$ cat src/rtl/seq_ctrl_pkg.sv
// Shared types and default constants for the serial stream controller and its pattern matcher.
package seq_ctrl_pkg;

    localparam int WORD_W_DEF = 16;
    localparam int PAT_W_DEF  = 4;
    localparam int CNT_W_DEF  = 8;

    localparam logic [PAT_W_DEF-1:0] PAT_RST_DEF = 4'b1001;

    typedef enum logic [1:0] {
        IDLE   = 2'd0,
        SHIFT  = 2'd1,
        REPORT = 2'd2
    } state_e;

endpackage

$ cat src/rtl/pattern_match_fsm.sv
// Programmable Mealy bit-pattern matcher; history persists across words until reset or a config load.
module pattern_match_fsm
    import seq_ctrl_pkg::*;
#(
    parameter int               PAT_W   = PAT_W_DEF,
    parameter logic [PAT_W-1:0] PAT_RST = PAT_W'(PAT_RST_DEF)
) (
    input  logic             clk,
    input  logic             rst,
    input  logic             cfg_load,
    input  logic [PAT_W-1:0] cfg_pattern,
    input  logic             cfg_overlap,
    input  logic             bit_valid,
    input  logic             bit_in,
    output logic             detect
);

    localparam int FILL_W = (PAT_W > 2) ? $clog2(PAT_W) : 1;
    localparam logic [FILL_W-1:0] FILL_FULL = FILL_W'(PAT_W - 1);

    logic [PAT_W-1:0]  pat_q, pat_d;
    logic              ovl_q, ovl_d;
    logic [PAT_W-2:0]  hist_q, hist_d;
    logic [FILL_W-1:0] fill_q, fill_d;
    logic [PAT_W-1:0]  window;

    assign window = {hist_q, bit_in};
    assign detect = bit_valid && (fill_q == FILL_FULL) && (window == pat_q);

    always_comb begin
        pat_d  = pat_q;
        ovl_d  = ovl_q;
        hist_d = hist_q;
        fill_d = fill_q;
        if (cfg_load) begin
            pat_d  = cfg_pattern;
            ovl_d  = cfg_overlap;
            hist_d = '0;
            fill_d = '0;
        end else if (bit_valid) begin
            hist_d = window[PAT_W-2:0];
            // Non-overlapping mode restarts the fill so the next match needs a full fresh pattern.
            if (detect && !ovl_q) begin
                fill_d = '0;
            end else if (fill_q != FILL_FULL) begin
                fill_d = fill_q + 1'b1;
            end
        end
    end

    always_ff @(posedge clk or negedge rst) begin
        if (!rst) begin
            pat_q  <= PAT_RST;
            ovl_q  <= 1'b1;
            hist_q <= '0;
            fill_q <= '0;
        end else begin
            pat_q  <= pat_d;
            ovl_q  <= ovl_d;
            hist_q <= hist_d;
            fill_q <= fill_d;
        end
    end

endmodule

$ cat src/rtl/seq_stream_ctrl.sv
// Word serializer feeding a pattern matcher, reporting matches per word.
// Optional SEQ_CTRL_TOTAL_EN adds a saturating running total_count of detects.
//
//   state  | meaning
//   IDLE   | waiting for a word, config writes accepted
//   SHIFT  | presenting one bit per cycle, MSB first
//   REPORT | one-cycle out_valid with the word's match count
module seq_stream_ctrl
    import seq_ctrl_pkg::*;
#(
    parameter int               WORD_W  = WORD_W_DEF,
    parameter int               PAT_W   = PAT_W_DEF,
    parameter int               CNT_W   = CNT_W_DEF,
    parameter logic [PAT_W-1:0] PAT_RST = PAT_W'(PAT_RST_DEF)
) (
    input  logic              clk,
    input  logic              rst,
    input  logic              cfg_we,
    input  logic [PAT_W-1:0]  cfg_pattern,
    input  logic              cfg_overlap,
    input  logic              in_valid,
    output logic              in_ready,
    input  logic [WORD_W-1:0] in_word,
    output logic              bit_out,
    output logic              bit_valid,
    output logic              detect,
    output logic              out_valid,
    output logic [CNT_W-1:0]  out_count,
    output logic              busy
`ifdef SEQ_CTRL_TOTAL_EN
    ,
    output logic [15:0]       total_count
`endif
);

    localparam int IDX_W = (WORD_W > 2) ? $clog2(WORD_W) : 1;
    localparam logic [IDX_W-1:0] IDX_LAST = IDX_W'(WORD_W - 1);

    state_e            state_q, state_d;
    logic [WORD_W-1:0] sr_q, sr_d;
    logic [IDX_W-1:0]  idx_q, idx_d;
    logic [CNT_W-1:0]  cnt_q, cnt_d;
    logic              in_ready_q, in_ready_d;
    logic              bit_valid_q, bit_valid_d;
    logic              out_valid_q, out_valid_d;
    logic              busy_q, busy_d;
    logic              accept;
    logic              cfg_load;

    assign accept   = in_valid && in_ready_q && (state_q == IDLE);
    assign cfg_load = cfg_we && (state_q == IDLE);

    assign in_ready  = in_ready_q;
    assign bit_valid = bit_valid_q;
    assign bit_out   = sr_q[WORD_W-1];
    assign out_valid = out_valid_q;
    assign out_count = cnt_q;
    assign busy      = busy_q;

    pattern_match_fsm #(
        .PAT_W   (PAT_W),
        .PAT_RST (PAT_RST)
    ) u_match (
        .clk         (clk),
        .rst         (rst),
        .cfg_load    (cfg_load),
        .cfg_pattern (cfg_pattern),
        .cfg_overlap (cfg_overlap),
        .bit_valid   (bit_valid_q),
        .bit_in      (sr_q[WORD_W-1]),
        .detect      (detect)
    );

    always_comb begin
        state_d = state_q;
        sr_d    = sr_q;
        idx_d   = idx_q;
        cnt_d   = cnt_q;
        case (state_q)
            IDLE: begin
                if (accept) begin
                    sr_d    = in_word;
                    idx_d   = '0;
                    cnt_d   = '0;
                    state_d = SHIFT;
                end
            end
            SHIFT: begin
                sr_d  = {sr_q[WORD_W-2:0], 1'b0};
                idx_d = idx_q + 1'b1;
                if (detect && (cnt_q != {CNT_W{1'b1}})) begin
                    cnt_d = cnt_q + 1'b1;
                end
                if (idx_q == IDX_LAST) begin
                    state_d = REPORT;
                end
            end
            REPORT: state_d = IDLE;
            default: state_d = IDLE;
        endcase
        // Outputs are decoded from the next state so they are registered alongside it.
        in_ready_d  = (state_d == IDLE);
        bit_valid_d = (state_d == SHIFT);
        out_valid_d = (state_d == REPORT);
        busy_d      = (state_d != IDLE);
    end

    always_ff @(posedge clk or negedge rst) begin
        if (!rst) begin
            state_q     <= IDLE;
            sr_q        <= '0;
            idx_q       <= '0;
            cnt_q       <= '0;
            in_ready_q  <= 1'b0;
            bit_valid_q <= 1'b0;
            out_valid_q <= 1'b0;
            busy_q      <= 1'b0;
        end else begin
            state_q     <= state_d;
            sr_q        <= sr_d;
            idx_q       <= idx_d;
            cnt_q       <= cnt_d;
            in_ready_q  <= in_ready_d;
            bit_valid_q <= bit_valid_d;
            out_valid_q <= out_valid_d;
            busy_q      <= busy_d;
        end
    end

`ifdef SEQ_CTRL_TOTAL_EN
    logic [15:0] total_q, total_d;

    assign total_count = total_q;

    always_comb begin
        total_d = total_q;
        if (detect && (total_q != 16'hFFFF)) begin
            total_d = total_q + 16'd1;
        end
    end

    always_ff @(posedge clk or negedge rst) begin
        if (!rst) begin
            total_q <= '0;
        end else begin
            total_q <= total_d;
        end
    end
`endif

endmodule

$ cat config.mk
export PLATFORM = sky130hd
export DESIGN_NAME = seq_stream_ctrl
export DESIGN_NICKNAME = d
export VERILOG_FILES = /design/src/rtl/seq_ctrl_pkg.sv /design/src/rtl/pattern_match_fsm.sv /design/src/rtl/seq_stream_ctrl.sv
export SDC_FILE = /design/constraint.sdc
export NUM_CORES = 1
export LEC_CHECK = 0
export BUFFER_PORTS_ARGS = -buffer_cell sky130_fd_sc_hd__buf_2
export CAP_MARGIN = 30
export CORE_UTILIZATION = 45
export DETAILED_ROUTE_END_ITERATION = 10
export PLACE_DENSITY = 0.67
export SYNTH_ARGS = -nofsm -noshare
export SYNTH_HDL_FRONTEND = slang
export SYNTH_HIERARCHICAL = 1
export SYNTH_SLANG_ARGS = --single-unit
$ cat constraint.sdc
create_clock -name clk -period 4.75 [get_ports clk]
set_clock_uncertainty 0.05 [all_clocks]
set_input_delay 0.475 -clock clk [delete_from_list [all_inputs] [get_ports clk]]
set_output_delay 0.475 -clock clk [all_outputs]
set_load 0.02 [all_outputs]
# --- Yosys cells after proc, flatten, opt, wreduce, memory -nomap -nowiden ---
# Cells that the tools add are included.
classes:
  add_sub_neg: 3
  n_mul: 0
  n_div: 0
  order_cmp: 0
  n_eq_ne: 10
  shift: 0
  mux: 16
  bitwise: 0
  n_reduce_logical: 17
op_table:
  columns: ["op", "n"]
  rows:
  - ["$pmux W16 S2", 1]
  - ["$mux W16", 1]
  - ["$mux W8", 2]
  - ["$pmux W8 S2", 1]
  - ["$mux W2", 6]
  - ["$add A8 B1 Y8 const B", 1]
  - ["$ne A8 B8 Y1 const B", 1]
  - ["$pmux W4 S2", 1]
  - ["$logic_and A1 B1 Y1", 7]
  - ["$mux W3", 2]
  - ["$ne A2 B2 Y1 const B", 3]
  - ["$reduce_bool A2 Y1", 3]
  - ["$add A4 B1 Y4 const B", 1]
  - ["$eq A2 B1 Y1 const B", 2]
  - ["$eq A2 B2 Y1 const B", 2]
  - ["$eq A4 B4 Y1", 1]
  - ["$eq A4 B4 Y1 const B", 1]
  - ["$logic_not A2 Y1", 2]
  - ["$mux W4", 1]
  - ["$pmux W2 S2", 1]
  - ["$reduce_and A2 Y1", 2]
  - ["$reduce_and A3 Y1", 1]
  - ["$reduce_bool A3 Y1", 1]
  - ["$add A2 B1 Y2 const B", 1]
  - ["$logic_not A1 Y1", 1]
word_totals:
  regBits: 44
  latchBits: 0
  ramBits: 0
  mem_bits_ro: 0
  in_bits: 25
  word_cells: 58
  mem_count: 0

# --- Logic depth before layout (Yosys ltp) ---
depth:
  ltp_word: 7
  depth_mapped: 6

# --- Modules after synthesis ---
# The synthesis kept the hierarchy.
by_module_without_submodules:
  columns: ["mod", "instances", "cells_per_inst", "area_each_um2"]
  rows:
  - ["seq_stream_ctrl", 1, 170, 1580.3]
  - ["pattern_match_fsm", 1, 42, 493.0]

# --- Worst setup path after synthesis ---
# OpenSTA, ideal clock, no wires.
synth_path:
  path_type: "register to register"
  start: "register u_match.pat_q[3]"
  end: "register cnt_q[7] (netlist: out_count[7])"
  t_arrival_ps: 1971
  setup_slack_ps: 2609
  path_stages_with_launch: 7
  period_less_slack_ps: 2141
  cell_sequence: "dfstp_2 -> xnor2_1 -> nand3_1 -> nor2_1 -> nand3b_1 -> or4_1 -> o211a_1"
synth_between:
  elab_chain_len: 5
synth_lines:
  columns: ["item", "line_no", "rtl"]
  rows:
  - ["start: declaration", "pattern_match_fsm.sv:21", "logic [PAT_W-1:0] pat_q, pat_d;"]
  - ["start signal: assignment", "pattern_match_fsm.sv:58", "pat_q <= pat_d;"]
  - ["$eq A4 B4 Y1", "pattern_match_fsm.sv:28", "assign detect = bit_valid && (fill_q == FILL_FULL) && (window == pat_q);"]
  - ["$logic_and A1 B1 Y1", "pattern_match_fsm.sv:28", null]
  - ["via detect", "seq_stream_ctrl.sv:26", "output logic detect,"]
  - ["$logic_and A1 B1 Y1", "seq_stream_ctrl.sv:91", "if (detect && (cnt_q != {CNT_W{1'b1}})) begin"]
  - ["$ne A2 B2 Y1 (no line)", null, null]
  - ["$reduce_and A3 Y1 (no line)", null, null]
  - ["end signal: assignment", "seq_stream_ctrl.sv:122", "cnt_q <= cnt_d;"]
  - ["end: declaration", "seq_stream_ctrl.sv:42", "logic [CNT_W-1:0] cnt_q, cnt_d;"]
# The timed path passes the listed nets, and every way through them passes these cells.
# A chain may end at the register's enable or synchronous reset.

# --- Worst setup path after layout ---
layout_path:
  start: "register u_match.pat_q[0]"
  end: "output port detect"
layout_between:
  elab_chain_len: 2
layout_lines:
  columns: ["item", "line_no"]
  rows:
  - ["$eq A4 B4 Y1", "pattern_match_fsm.sv:28"]
  - ["$logic_and A1 B1 Y1", "pattern_match_fsm.sv:28"]
  - ["end: declaration", "seq_stream_ctrl.sv:26"]
# No other way between the ends.

==> metrics.md <==
| Metric | Value |
|---|---|
| Post-CTS Hold Buffers | `1` |
| Final hold vios | `0` |
| Worst-path cell chain | `xnor2_1 > nand3_1 > nor2_1 > buf_2` |
| Post-synth EDFFs | `0` |
| Via count | `about 1600` |
| Final Non-Filler Cells | `303` |
| GR Overflow Total | `0` |
| Place WS | `about 2.6 ns` |
| Largest net degree at the start of global routing | `39` |
| Slowest stage delay, CP | `0.54 ns` |
| GRT Total Usage | `18.0%` |
| Dominant synthesized flop cell | `dfrtp_1` |
| Async SR Flop Fraction | `100%` |
| Placed Cells incl. Taps | `between 200 and 300` |
| Core area | `4380 sq um` |
| WP data arrival | `about 1.6 ns` |
| Layout cells sized above 1 | `22.7%` |
| Min Clock Period, post-route | `approximately 2.1 ns` |
| Initial Utilization | `47.3%` |
| Postcts setup bufs | `0` |
| Number of DRC markers in iteration 0 | `110` |
| Worst rel slew slack | `between 40% and 50%` |
| Pwr Total | `1420 uW` |
| Slew Limit Fails | `0` |
| First-pass GRT wire length | `6.92 mm` |
| Worst setup SP type | `register` |
| TNS Setup | `0 ns` |
| Slew @ Worst Pin | `between 0.8 and 0.9 ns` |
| Quantity of gates resized following cts | `0` |
| HP Class | `in -> reg` |
| Vias per cell | `5.31` |
| Detailed Place HPWL | `between 2 and 3 mm` |
| Vias in the first global route | `1554` |
| Synth cell types | `38` |
| Top Family by Delay on Critical Path | `flip-flops` |
| Chip height | `approximately 70 um` |
| RSZ-0062 raised after global routing | `false` |
| Routability congestion estimate | `between 0.7 and 0.8` |
| Sequential area share after synthesis | `53.3%` |
| Synthesized area | `2070 sq um` |
| Layout area overhead | `16.3%` |
| Crit. End Element | `primary output` |
| Data required, critical path | `approximately 4.2 ns` |
| Crit path buf inv count | `1` |
| Tcrit/Tclk final | `~45%` |
| DIE AREA | `4880 sq um` |
| Antenna Nets Post-Route | `0` |
| CTS buffer count | `5` |
| Synthesized net count | `240` |
| Synth warn | `6` |
| Ant diodes | `0` |
| Fin worst setup slack | `2.63 ns` |
| Mapped Cells | `approximately 210` |
| Clk sinks | `44` |
| Drt drc | `0` |
| Slowest library cell on the worst path | `dfstp_2` |
| Mapped Avg Cell Area | `9.78 sq um` |
| Final wirelength | `about 4.0 mm` |
| Outcome | `finished clean` |
| Setup CP Type | `reg -> out` |
| Clock Latency Late Sink | `approximately 0.3 ns` |
| Pwr Density | `a little under 600 nW/um^2` |
| Final nets | `~280` |
| Die Wd | `69.9 um` |
| CTS Root Cell | `clkbuf_8` |
| CTS tree | `built` |
| Peak Freq | `471 MHz` |
| Mean routed wirelength per cell | `13.2 um` |
| Seq cells post-synth | `44` |
| Rows | `24` |
| I/O Buffers | `38` |
| Clock buffer depth | `2` |
| Final setup fails | `0` |
| Leakage power | `roughly 0.0012 uW` |
| H-tree levels | `2` |
| Peak supply drop | `roughly 0.26 mV` |
| Initial antenna violation count | `0` |
| Max_cap viols | `0` |
| Clock slew at reported path FFs | `0.09 ns` |
| Crit-path max FO | `4` |
| IO Pins | `39` |
| Design Area, Final | `2410 sq um` |
| DR pass1 iterations | `4` |
| DP Area | `around 2300 sq um` |
[synthesized netlist by cell type, types with 3 or more instances]
cell | count | share of area, %
o21ai_1 | 3 | 0.72
a21oi_1 | 3 | 0.72
a31oi_1 | 17 | 5.1
ha_1 | 3 | 1.8
dfrtp_1 | 41 | 49
nand2_1 | 45 | 8.1
nand3_1 | 9 | 2.2
dfstp_2 | 3 | 3.8
mux2_2 | 5 | 2.7
buf_2 | 11 | 2.7
nand2b_1 | 4 | 1.2
mux2i_1 | 7 | 3.4
and3_1 | 3 | 0.91
xnor2_1 | 4 | 1.7
nor2_1 | 25 | 4.5
[path summary, 6_finish.rpt]
path | startpoint | slack, ns | end | depth (start not counted)
max | u_match/pat_q[0] | 2.63 | detect | 4
min | in_word[0] | 0.31 | sr_q[0] | 3
max reg2reg | u_match/pat_q[0] | 2.63 | out_count[7] | 6
min reg2reg | sr_q[0] | 0.46 | sr_q[0] | 2
max in group asynchronous | rst | 3.59 | u_match/pat_q[3] | 3
min in group asynchronous | rst | 0.54 | out_count[5] | 2
[worst min-delay path, stage by stage]
cell and delay [ns]:
buf_2 0.07, nand2_1 0.04, nand2_1 0.04
[state kept, by name (all words and copies together) (netlist names), 2 cells and up]
register,count
out_count,8
idx_q,4
sr_q,16
u_match/hist_q,3
state_q,2
u_match/pat_q,4
u_match/fill_q,2
[metrics by stage]
step	util (%)	hold WS, ns
finish	55.0	0.315
CTS	55.0	0.303
global route	55.0	0.319
detailed placement	52.9	0.315
floorplan	-	0.129
global placement	52.1	0.442
[routing by layer]
metal  vias up  GRT usage, %  part of all wire [%]
met5         -             0                     0
met4         0          9.11                   1.6
met3         5          4.18                   4.2
met2        29          26.4                    43
met1       755          25.0                    51
li1        819             -                     -
[layout make-up]
cell class	count	area (sq um)
Sequential cell	44	1100
Fill cell	390	1970
Multi-Input combinational cell	154	902
Tap cell	52	65.1
Clock inverter	1	5.00
Clock buffer	7	76.3
Timing Repair Buffer	43	250
Inverter	2	7.51
[power by group]
group | leakage, uW | internal, uW | switching, uW
combinational | 0.000595 | 234 | 288
sequential | 0.000521 | 540 | 131
clock | 0.0000422 | 103 | 122
total | 0.00116 | 877 | 540
[layout by cell type (no fill, tap or decap), types with 2 or more instances in the layout]
cell type,Yosys,routed
a31oi_1,17,17
buf_2,11,38
clkbuf_1,1,2
o21ai_1,3,3
mux2_2,5,5
inv_1,2,2
buf_4,0,2
ha_1,3,3
nor2_1,25,25
a311oi_1,2,2
nand3b_1,2,2
nand2b_1,4,4
xnor2_1,4,4
nand3_1,9,9
mux2i_1,7,7
and3_1,3,3
nand2_1,45,45
o211ai_1,2,2
clkbuf_8,0,5
dfstp_2,3,3
dfrtp_1,41,41
nor2b_1,2,2
a41oi_1,2,2
a21oi_1,3,3
[cells by family after synthesis]
group / count (synthesis) / share of synthesized area (%)
xor+xnor: 5 / 2.11
simple gates: 100 / 22.4
flops: 44 / 53.3
mux: 12 / 6.10
fa+ha+maj: 3 / 1.81
compound gates: 34 / 11.1
buf+inv: 14 / 3.20
Note: power is estimated with default switching activity, not from simulation.
